### config.mk
export PLATFORM = sky130hd
export DESIGN_NAME = box_datapath
export DESIGN_NICKNAME = d
export VERILOG_FILES = /design/src/rtl/box_pkg.sv /design/src/rtl/box_sweep_counter.sv /design/src/rtl/box_datapath.sv
export SDC_FILE = /design/constraint.sdc
export NUM_CORES = 1
export LEC_CHECK = 0
export CAP_MARGIN = 0
export CORE_UTILIZATION = 45
export CTS_CLUSTER_DIAMETER = 120
export CTS_CLUSTER_SIZE = 10
export DETAILED_ROUTE_END_ITERATION = 16
export PLACE_DENSITY_LB_ADDON = 0.3
export SETUP_SLACK_MARGIN = 0.5
export SYNTH_ARGS = -nofsm -noshare
export SYNTH_HDL_FRONTEND = slang
export SYNTH_HIERARCHICAL = 1
export SYNTH_SLANG_ARGS = --single-unit
### constraint.sdc
create_clock -name clk -period 3.7 [get_ports clk]
set_clock_uncertainty 0.1 [all_clocks]
set_input_delay 1.11 -clock clk [delete_from_list [all_inputs] [get_ports clk]]
set_output_delay 1.11 -clock clk [all_outputs]
set_load 0.02 [all_outputs]
### src/rtl/box_pkg.sv
// ---------------------------------------------------------------------------
// box_pkg
// Purpose : shared widths, screen dimensions and direction encoding for the
//           bouncing-box datapath that drives the 160x120 vga_adapter.
// Contents: X_W / Y_W / COLOUR_W pixel field widths, SCREEN_X / SCREEN_Y
//           screen size, dir_t (DIR_POS moves right/down, DIR_NEG left/up).
// ---------------------------------------------------------------------------
package box_pkg;

    localparam int X_W      = 8;
    localparam int Y_W      = 7;
    localparam int COLOUR_W = 3;

    localparam int SCREEN_X = 160;
    localparam int SCREEN_Y = 120;

    typedef enum logic {
        DIR_POS = 1'b0,
        DIR_NEG = 1'b1
    } dir_t;

endpackage

### src/rtl/box_sweep_counter.sv
// ---------------------------------------------------------------------------
// box_sweep_counter
// Purpose : walks the SIZE x SIZE pixel area of the box in row-major order,
//           x fastest, and flags the last pixel of the sweep.
// Ports   : clk  - system clock
//           rst  - asynchronous reset, active high
//           en   - sweep enable; low clears the count so a new sweep
//                  always starts from the top-left pixel
//           cx   - column offset inside the box (cnt % SIZE)
//           cy   - row offset inside the box (cnt / SIZE)
//           last - high while enabled on the final pixel of the sweep
// ---------------------------------------------------------------------------
module box_sweep_counter #(
    parameter int SIZE = 4,
    parameter int CXW  = (SIZE > 1) ? $clog2(SIZE) : 1
) (
    input  logic           clk,
    input  logic           rst,
    input  logic           en,
    output logic [CXW-1:0] cx,
    output logic [CXW-1:0] cy,
    output logic           last
);

    localparam int TOTAL = SIZE * SIZE;
    localparam int CNT_W = (TOTAL > 1) ? $clog2(TOTAL) : 1;
    localparam int LAST  = TOTAL - 1;

    logic [CNT_W-1:0] cnt;

    // Count wraps to zero after the last pixel so back-to-back sweeps
    // under a continuously held enable restart cleanly.
    always_ff @(posedge clk or posedge rst) begin
        if (rst) begin
            cnt <= '0;
        end else if (!en) begin
            cnt <= '0;
        end else if (cnt == CNT_W'(LAST)) begin
            cnt <= '0;
        end else begin
            cnt <= cnt + CNT_W'(1);
        end
    end

    assign cx   = CXW'(cnt % CNT_W'(SIZE));
    assign cy   = CXW'(cnt / CNT_W'(SIZE));

    // Reset must hold finish low even if the controller still drives enable.
    assign last = en & ~rst & (cnt == CNT_W'(LAST));

endmodule

### src/rtl/box_datapath.sv
// ---------------------------------------------------------------------------
// box_datapath
// Purpose : datapath for the bouncing-box VGA demo. Holds the box position
//           and direction, bounces it off the screen edges on each move
//           pulse, and sweeps the box area to feed the vga_adapter.
// Ports   : clk       - system clock (50 MHz)
//           resetn    - asynchronous reset, ACTIVE HIGH despite the name
//           init      - load start position and +,+ direction
//           move      - one-cycle pulse, advance STEP per axis with bounce
//           wren      - sweep enable, held for a whole erase/draw pass
//           drawColor - colour of the pixels in the current sweep
//           finish    - combinational, high while the last pixel is issued
//           x, y      - registered pixel coordinate
//           colour    - registered pixel colour
//           plot      - registered write strobe
// Config  : define BOX_OUTLINE_EN to plot only the border pixels of the box;
//           interior cycles are still counted so finish timing is unchanged.
// ---------------------------------------------------------------------------
module box_datapath
    import box_pkg::*;
#(
    parameter int SIZE    = 4,
    parameter int X_MAX   = SCREEN_X,
    parameter int Y_MAX   = SCREEN_Y,
    parameter int X_START = 0,
    parameter int Y_START = 0,
    parameter int STEP    = 1
) (
    input  logic                clk,
    input  logic                resetn,
    input  logic                init,
    input  logic                move,
    input  logic                wren,
    input  logic [COLOUR_W-1:0] drawColor,
    output logic                finish,
    output logic [X_W-1:0]      x,
    output logic [Y_W-1:0]      y,
    output logic [COLOUR_W-1:0] colour,
    output logic                plot
);

    localparam int CXW = (SIZE > 1) ? $clog2(SIZE) : 1;

    logic [X_W-1:0] px, px_next;
    logic [Y_W-1:0] py, py_next;
    dir_t           dir_x, dir_x_next;
    dir_t           dir_y, dir_y_next;
    logic [CXW-1:0] cx, cy;
    logic           last;
    logic           on_pixel;

    box_sweep_counter #(
        .SIZE (SIZE),
        .CXW  (CXW)
    ) u_sweep (
        .clk  (clk),
        .rst  (resetn),
        .en   (wren),
        .cx   (cx),
        .cy   (cy),
        .last (last)
    );

    assign finish = last;

`ifdef BOX_OUTLINE_EN
    assign on_pixel = (cx == '0) | (cx == CXW'(SIZE - 1)) |
                      (cy == '0) | (cy == CXW'(SIZE - 1));
`else
    assign on_pixel = 1'b1;
`endif

    // Next position: init wins over move. A move in the + direction that
    // would push the far edge of the box off screen reverses and steps back
    // instead; a move in the - direction that would go below 0 does the same.
    always_comb begin
        px_next    = px;
        py_next    = py;
        dir_x_next = dir_x;
        dir_y_next = dir_y;
        if (init) begin
            px_next    = X_W'(X_START);
            py_next    = Y_W'(Y_START);
            dir_x_next = DIR_POS;
            dir_y_next = DIR_POS;
        end else if (move) begin
            if (dir_x == DIR_POS) begin
                if (int'(px) + SIZE - 1 + STEP > X_MAX - 1) begin
                    dir_x_next = DIR_NEG;
                    px_next    = px - X_W'(STEP);
                end else begin
                    px_next    = px + X_W'(STEP);
                end
            end else begin
                if (int'(px) < STEP) begin
                    dir_x_next = DIR_POS;
                    px_next    = px + X_W'(STEP);
                end else begin
                    px_next    = px - X_W'(STEP);
                end
            end
            if (dir_y == DIR_POS) begin
                if (int'(py) + SIZE - 1 + STEP > Y_MAX - 1) begin
                    dir_y_next = DIR_NEG;
                    py_next    = py - Y_W'(STEP);
                end else begin
                    py_next    = py + Y_W'(STEP);
                end
            end else begin
                if (int'(py) < STEP) begin
                    dir_y_next = DIR_POS;
                    py_next    = py + Y_W'(STEP);
                end else begin
                    py_next    = py - Y_W'(STEP);
                end
            end
        end
    end

    always_ff @(posedge clk or posedge resetn) begin
        if (resetn) begin
            px    <= X_W'(X_START);
            py    <= Y_W'(Y_START);
            dir_x <= DIR_POS;
            dir_y <= DIR_POS;
        end else begin
            px    <= px_next;
            py    <= py_next;
            dir_x <= dir_x_next;
            dir_y <= dir_y_next;
        end
    end

    // Pixel outputs use the position as it stands this cycle; x/y/colour
    // hold their last value when no sweep is running.
    always_ff @(posedge clk or posedge resetn) begin
        if (resetn) begin
            x      <= '0;
            y      <= '0;
            colour <= '0;
            plot   <= 1'b0;
        end else if (wren) begin
            plot   <= on_pixel;
            x      <= px + X_W'(cx);
            y      <= py + Y_W'(cy);
            colour <= drawColor;
        end else begin
            plot   <= 1'b0;
        end
    end

endmodule
Yosys cells after proc, flatten, opt, wreduce, memory -nomap -nowiden --
Cells that the tools add are included. Widths: inputs -> output; s select.
Cells by class: $add $sub $neg 13, magnitude comparators 4, equality and inequality tests 1, muxes and demuxes 23, bitwise gates (word level) 3, reduce and logical (&&, ||, !) cells 1
Operators with widths (count):
- $mux 8 | 5
- $mux 7 | 5
- $add 10x2->11 const B | 1
- $gt 11x9->1 const B | 1
- $mux 1 | 11
- $add 9x2->10 const B | 1
- $gt 10x8->1 const B | 1
- $sub 9x1->10 const B | 1
- $add 8x3->9 const B | 1
- $sub 8x1->9 const B | 1
- $add 7x3->8 const B | 1
- $add 8x1->8 const B | 1
- $add 8x2->8 | 1
- $lt 8x1->1 const B | 1
- $mux 4 | 2
- $sub 8x1->8 const B | 1
- $add 7x1->7 const B | 1
- $add 7x2->7 | 1
- $lt 7x1->1 const B | 1
- $sub 7x1->7 const B | 1
- $add 4x1->4 const B | 1
- $eq 4x4->1 const B | 1
- $and 1x1->1 | 2
- $reduce_bool 2->1 | 1
- $not 1->1 | 1
Word-level totals: flip-flop bits (word level) 40, bits of input ports 8, output and inout port bits 20, logic and storage cells 54

Depth between registers and ports, before layout --
word-level depth 8, mapped depth 11, depth with buffers taken out 10

Hierarchy --
The synthesis kept the hierarchy.
By module, submodules not included:
- box_datapath | times used 1, cells an instance 330, area each 2872.8 µm², sequential area each 900.9 µm²
- box_sweep_counter | times used 1, cells an instance 16, area each 178.9 µm², sequential area each 100.1 µm²

Worst setup path after synthesis --
Ideal clock, no wire load.
path kind register to register, from register py[0], to register py[2], library setup time 125 ps, arrival 2903 ps, data required time 3475 ps, setup slack 572 ps, cell stages (with the launch flop) 12, path buffers 1, period minus slack after synthesis 3128 ps, path through dfrtp_1 -> buf_2 -> inv_1 -> ha_1 -> or3b_1 -> o32ai_1 -> o21ba_2 -> or2_1 -> a31oi_4 -> o21bai_1 -> mux2i_1 -> mux2_2
Between the ends: word-level cells in the longest chain between the ends 8, elaborated cells on any way between the ends 12, those cells by class 5 x add/sub; 2 x order compare; 5 x mux
RTL lines:
- start, declared | line box_datapath.sv:45 | logic [Y_W-1:0] py, py_next;
- start signal, assigned | line box_datapath.sv:123 | py <= Y_W'(Y_START);
- start signal, assigned | line box_datapath.sv:128 | py <= py_next;
- $add 7x3->8 | line box_datapath.sv:103 | if (int'(py) + SIZE - 1 + STEP > Y_MAX - 1) begin
- $sub 8x1->9 | line box_datapath.sv:103
- $add 9x2->10 | line box_datapath.sv:103
- $gt 10x8->1 | line box_datapath.sv:103
- $mux 7 | line box_datapath.sv:103
- $mux 7 * | line box_datapath.sv:102 | if (dir_y == DIR_POS) begin
- $mux 7 * | line box_datapath.sv:86 | end else if (move) begin
- $mux 7 * | line box_datapath.sv:81 | if (init) begin
Every way passes the cells marked *; elsewhere a longest branch is shown, timed or not. The select of a mux whose other input is x is not followed. A chain may end at the register's enable or synchronous reset.

Worst setup path in the final report --
from input wren, to output finish
Between the ends: word-level cells in the longest chain between the ends 2
RTL lines:
- start, declared | line box_datapath.sv:33 | input logic wren,
- $and 1x1->1 (2 in a row) | line box_sweep_counter.sv:49 | assign last = en & ~rst & (cnt == CNT_W'(LAST));
- end, declared | line box_datapath.sv:35 | output logic finish,
Every way passes these cells.

==> reports/metrics.cfg <==
[drt]
drt_iter0_markers=122
final_antenna_net_count=0
post_drt_wl_per_cell_um=15.41
vias_per_cell=5.685
dr.pass1.iters=10
drc=2
num_vias=2530
drt-total-wl_mm=6.857

[timing]
setup_viol=0
finalCriticalPeriod_ns=3.109
tightest_slew_ns=0.6637
fmax_mhz=321.7
slew_headroom=0.5561
period_share=0.8402
hold_violations=0
finalSetupTns_ns=0
worst_slack_ns=0.5913
drv_slew=0
rsz0062_at_grt=false

[synthesis]
async_flop_share=1.000
synth_top_family_by_area=simple AND/OR/NAND/NOR gates
synth_nets=374
ys_types=63
syn_avg_cell_area_um2=8.820
synth_xor_area_frac=0.07462
synthSimpleGateAreaFrac=0.2120
synth-seq-area-share=0.3280
synth_adder_area_share=0.08692
synth_seq_cells=40
syn_area_mm2=0.003052
synth_flop_cell=dfrtp_1
yosysWarnings=6
synth_edf_count=0
synth_mux_area_frac=0.06847
synth_compound_area_frac=0.1697
synthCells=346

[cells_and_area]
drive_above_1_share=0.1413
mostFrequentLayoutCell=dfrtp_1
n_antenna_cell=0
finish.utilization=0.5506
final_cell_mix=dfrtp_1, nor2_1, clkdlybuf4s50_1, nand2_1, a21oi_1
finalNetCount=395
nFillCells=595
syn_to_final_growth_pct=16.52
finalNonFillerCells=445

[power_and_ir_drop]
peakVddDrop_uv=261.3
power_density_mw_per_mm2=314.3
combPwrFrac=0.225
total_power_uw=1117
intPower_uw=783.9
leakage_uw=0.001420
clkPwrFrac=0.335
p_sw_uw=333.6
seq_power_share=0.440
swShare=0.2985

[status]
outcome=finished with violations
violations=DRC

[setup_path]
crit_path_max_incr_delay_ns=0.47
crit_path_start_kind=input port
reg2reg_to=px[5]
required_ns=2.49
crit_fanout=2
arrival_ns=1.90
timing.rr.start=px[0]
crit_type=in -> out
cp_slowest_cell=clkdlybuf4s50_1
r2r_cells=10
r2r_slack_ns=0.64
crit_chain=clkdlybuf4s50_1, inv_1, nor3_2, buf_4
crit_path_end_kind=primary output

[placed_design]
gp_congestion=0.8450
placed_cells=437
dp_hpwl_mm=4.736
io_buffers=27
dp_slack_ns=0.04207

[floorplan]
dieArea_mm2=0.007115
initial_core_util=0.4725
core_mm2=0.006459
dieHeight_um=84.35
num_rows=29
die_x_um=84.35
ios=28

[clock_tree]
h-tree-depth=2
cts_hold_buf=0
worstSkewPairLatency_ns=0.30
cts.reportedPaths.clkPinSlew_ns=0.09
cts_root_buf=clkbuf_8
post_cts_buffers=0
cts_tree=built
cts_buffers=5
clock_sinks=40
clock_path_buffers=2

[grt]
grt_start_max_net_pins=37
gr-total-overflow=0
antenna_found_initial=0
grt_pass1_wl_mm=11.58
grt_use_total=0.1995
grt_pass1_vias=2426

[worst_hold_path]
hold_path_class=reg -> reg
min_from=colour[1]
holdPathEnd=colour[1]
whs_path_depth=1

[job]
cap_violations=0

==> power groups by stage <==
stage	Clock [uW]	Sequential, uW	Combinational (uW)
after floorplan	0	521	126
after global placement	0	498	238
after detailed placement	0	500	241
after CTS	382	491	246
after global routing	398	497	275
final	375	492	251
==> worst max-delay path: cells and delay by family <==
kind / cells / cell delay, ns
buf+inv: 3 / 0.69
simple gates: 1 / 0.10
==> worst max-delay path by stage <==
stage | start | end | slack (ns)
floorplan | py[0] | py[2] | 0.57
global placement | wren | finish | 0.07
detailed placement | wren | finish | 0.04
CTS | wren | finish | 0.49
global route | px[3] | px[5] | 0.50
finish | wren | finish | 0.59
==> logic make-up (layout without fill, tap and decap cells) <==
logic type,count (synthesis),in the layout
adders and majority gates,20,20
AOI/OAI and AO/OA,73,73
muxes,19,19
xor gates and xnor gates,26,26
buffers and inverters,44,66
and+or+nand+nor,124,124
DFF,40,40
==> metal layers <==
metal  track usage  wire [um]
met2        0.3256       3193
met3       0.03048        243
met5             0          0
met4       0.04160         54
met1        0.2827       3367
==> layout make-up <==
class / count / area (um^2) / area share
Multi-Input combinational cell: 262 / 1917 / 0.5391
Sequential cell: 40 / 1006 / 0.2829
Timing Repair Buffer: 37 / 342.8 / 0.09641
Tap cell: 77 / 96.34 / 0.02709
Inverter: 21 / 78.83 / 0.02217
Clock buffer: 5 / 68.82 / 0.01935
Clock inverter: 3 / 46.29 / 0.01302
==> timing repair <==
| action | in CTS | in global routing |
|---|---|---|
| resized for setup | 6 | 14 |
| endpoints found under the hold margin | 0 | 0 |
| pin swaps | 0 | 1 |
| setup endpoints to repair | 2 | 10 |
==> metrics by stage <==
step	instance area (um^2)	hold WS, ns
6_report	3556	0.4170
5_1_grt	3556	0.4456
4_1_cts	3501	0.4224
3_5_place_dp	3388	0.4025
3_3_place_gp	3388	0.3884
2_1_floorplan	3052	0.3804
==> sequential cells by signal, indices dropped and copies added (netlist names) <==
signal and count:
px 8, x 8, py 7, y 7, u_sweep/cnt 4, colour 3, dir_x 1, dir_y 1
plot 1
==> Yosys cell counts, types with 3 or more instances <==
| cell type | number | area (um^2) |
|---|---|---|
| nand3_1 | 13 | 65.06 |
| o21ai_0 | 6 | 30.03 |
| nand2_1 | 24 | 90.09 |
| a21oi_1 | 20 | 100.1 |
| nor2_1 | 35 | 131.4 |
| a311oi_1 | 3 | 26.28 |
| a211o_1 | 3 | 26.28 |
| nor3_1 | 7 | 35.03 |
| or4_1 | 3 | 22.52 |
| or3_1 | 4 | 25.02 |
| ha_1 | 18 | 225.2 |
| mux2_2 | 11 | 123.9 |
| and2_1 | 3 | 18.77 |
| nor4_1 | 7 | 43.79 |
| nand4_1 | 3 | 18.77 |
| buf_1 | 3 | 11.26 |
| xnor2_1 | 17 | 148.9 |
| clkbuf_1 | 12 | 45.04 |
| nor2b_1 | 6 | 37.54 |
| a31oi_1 | 10 | 62.56 |
| buf_2 | 6 | 30.03 |
| inv_1 | 20 | 75.07 |
| mux2i_1 | 7 | 70.07 |
| xor2_1 | 9 | 78.83 |
| dfrtp_1 | 40 | 1001 |
| a211oi_1 | 3 | 22.52 |
| nand3b_1 | 3 | 22.52 |
No activity file was read; power rests on OpenSTA's default activity.
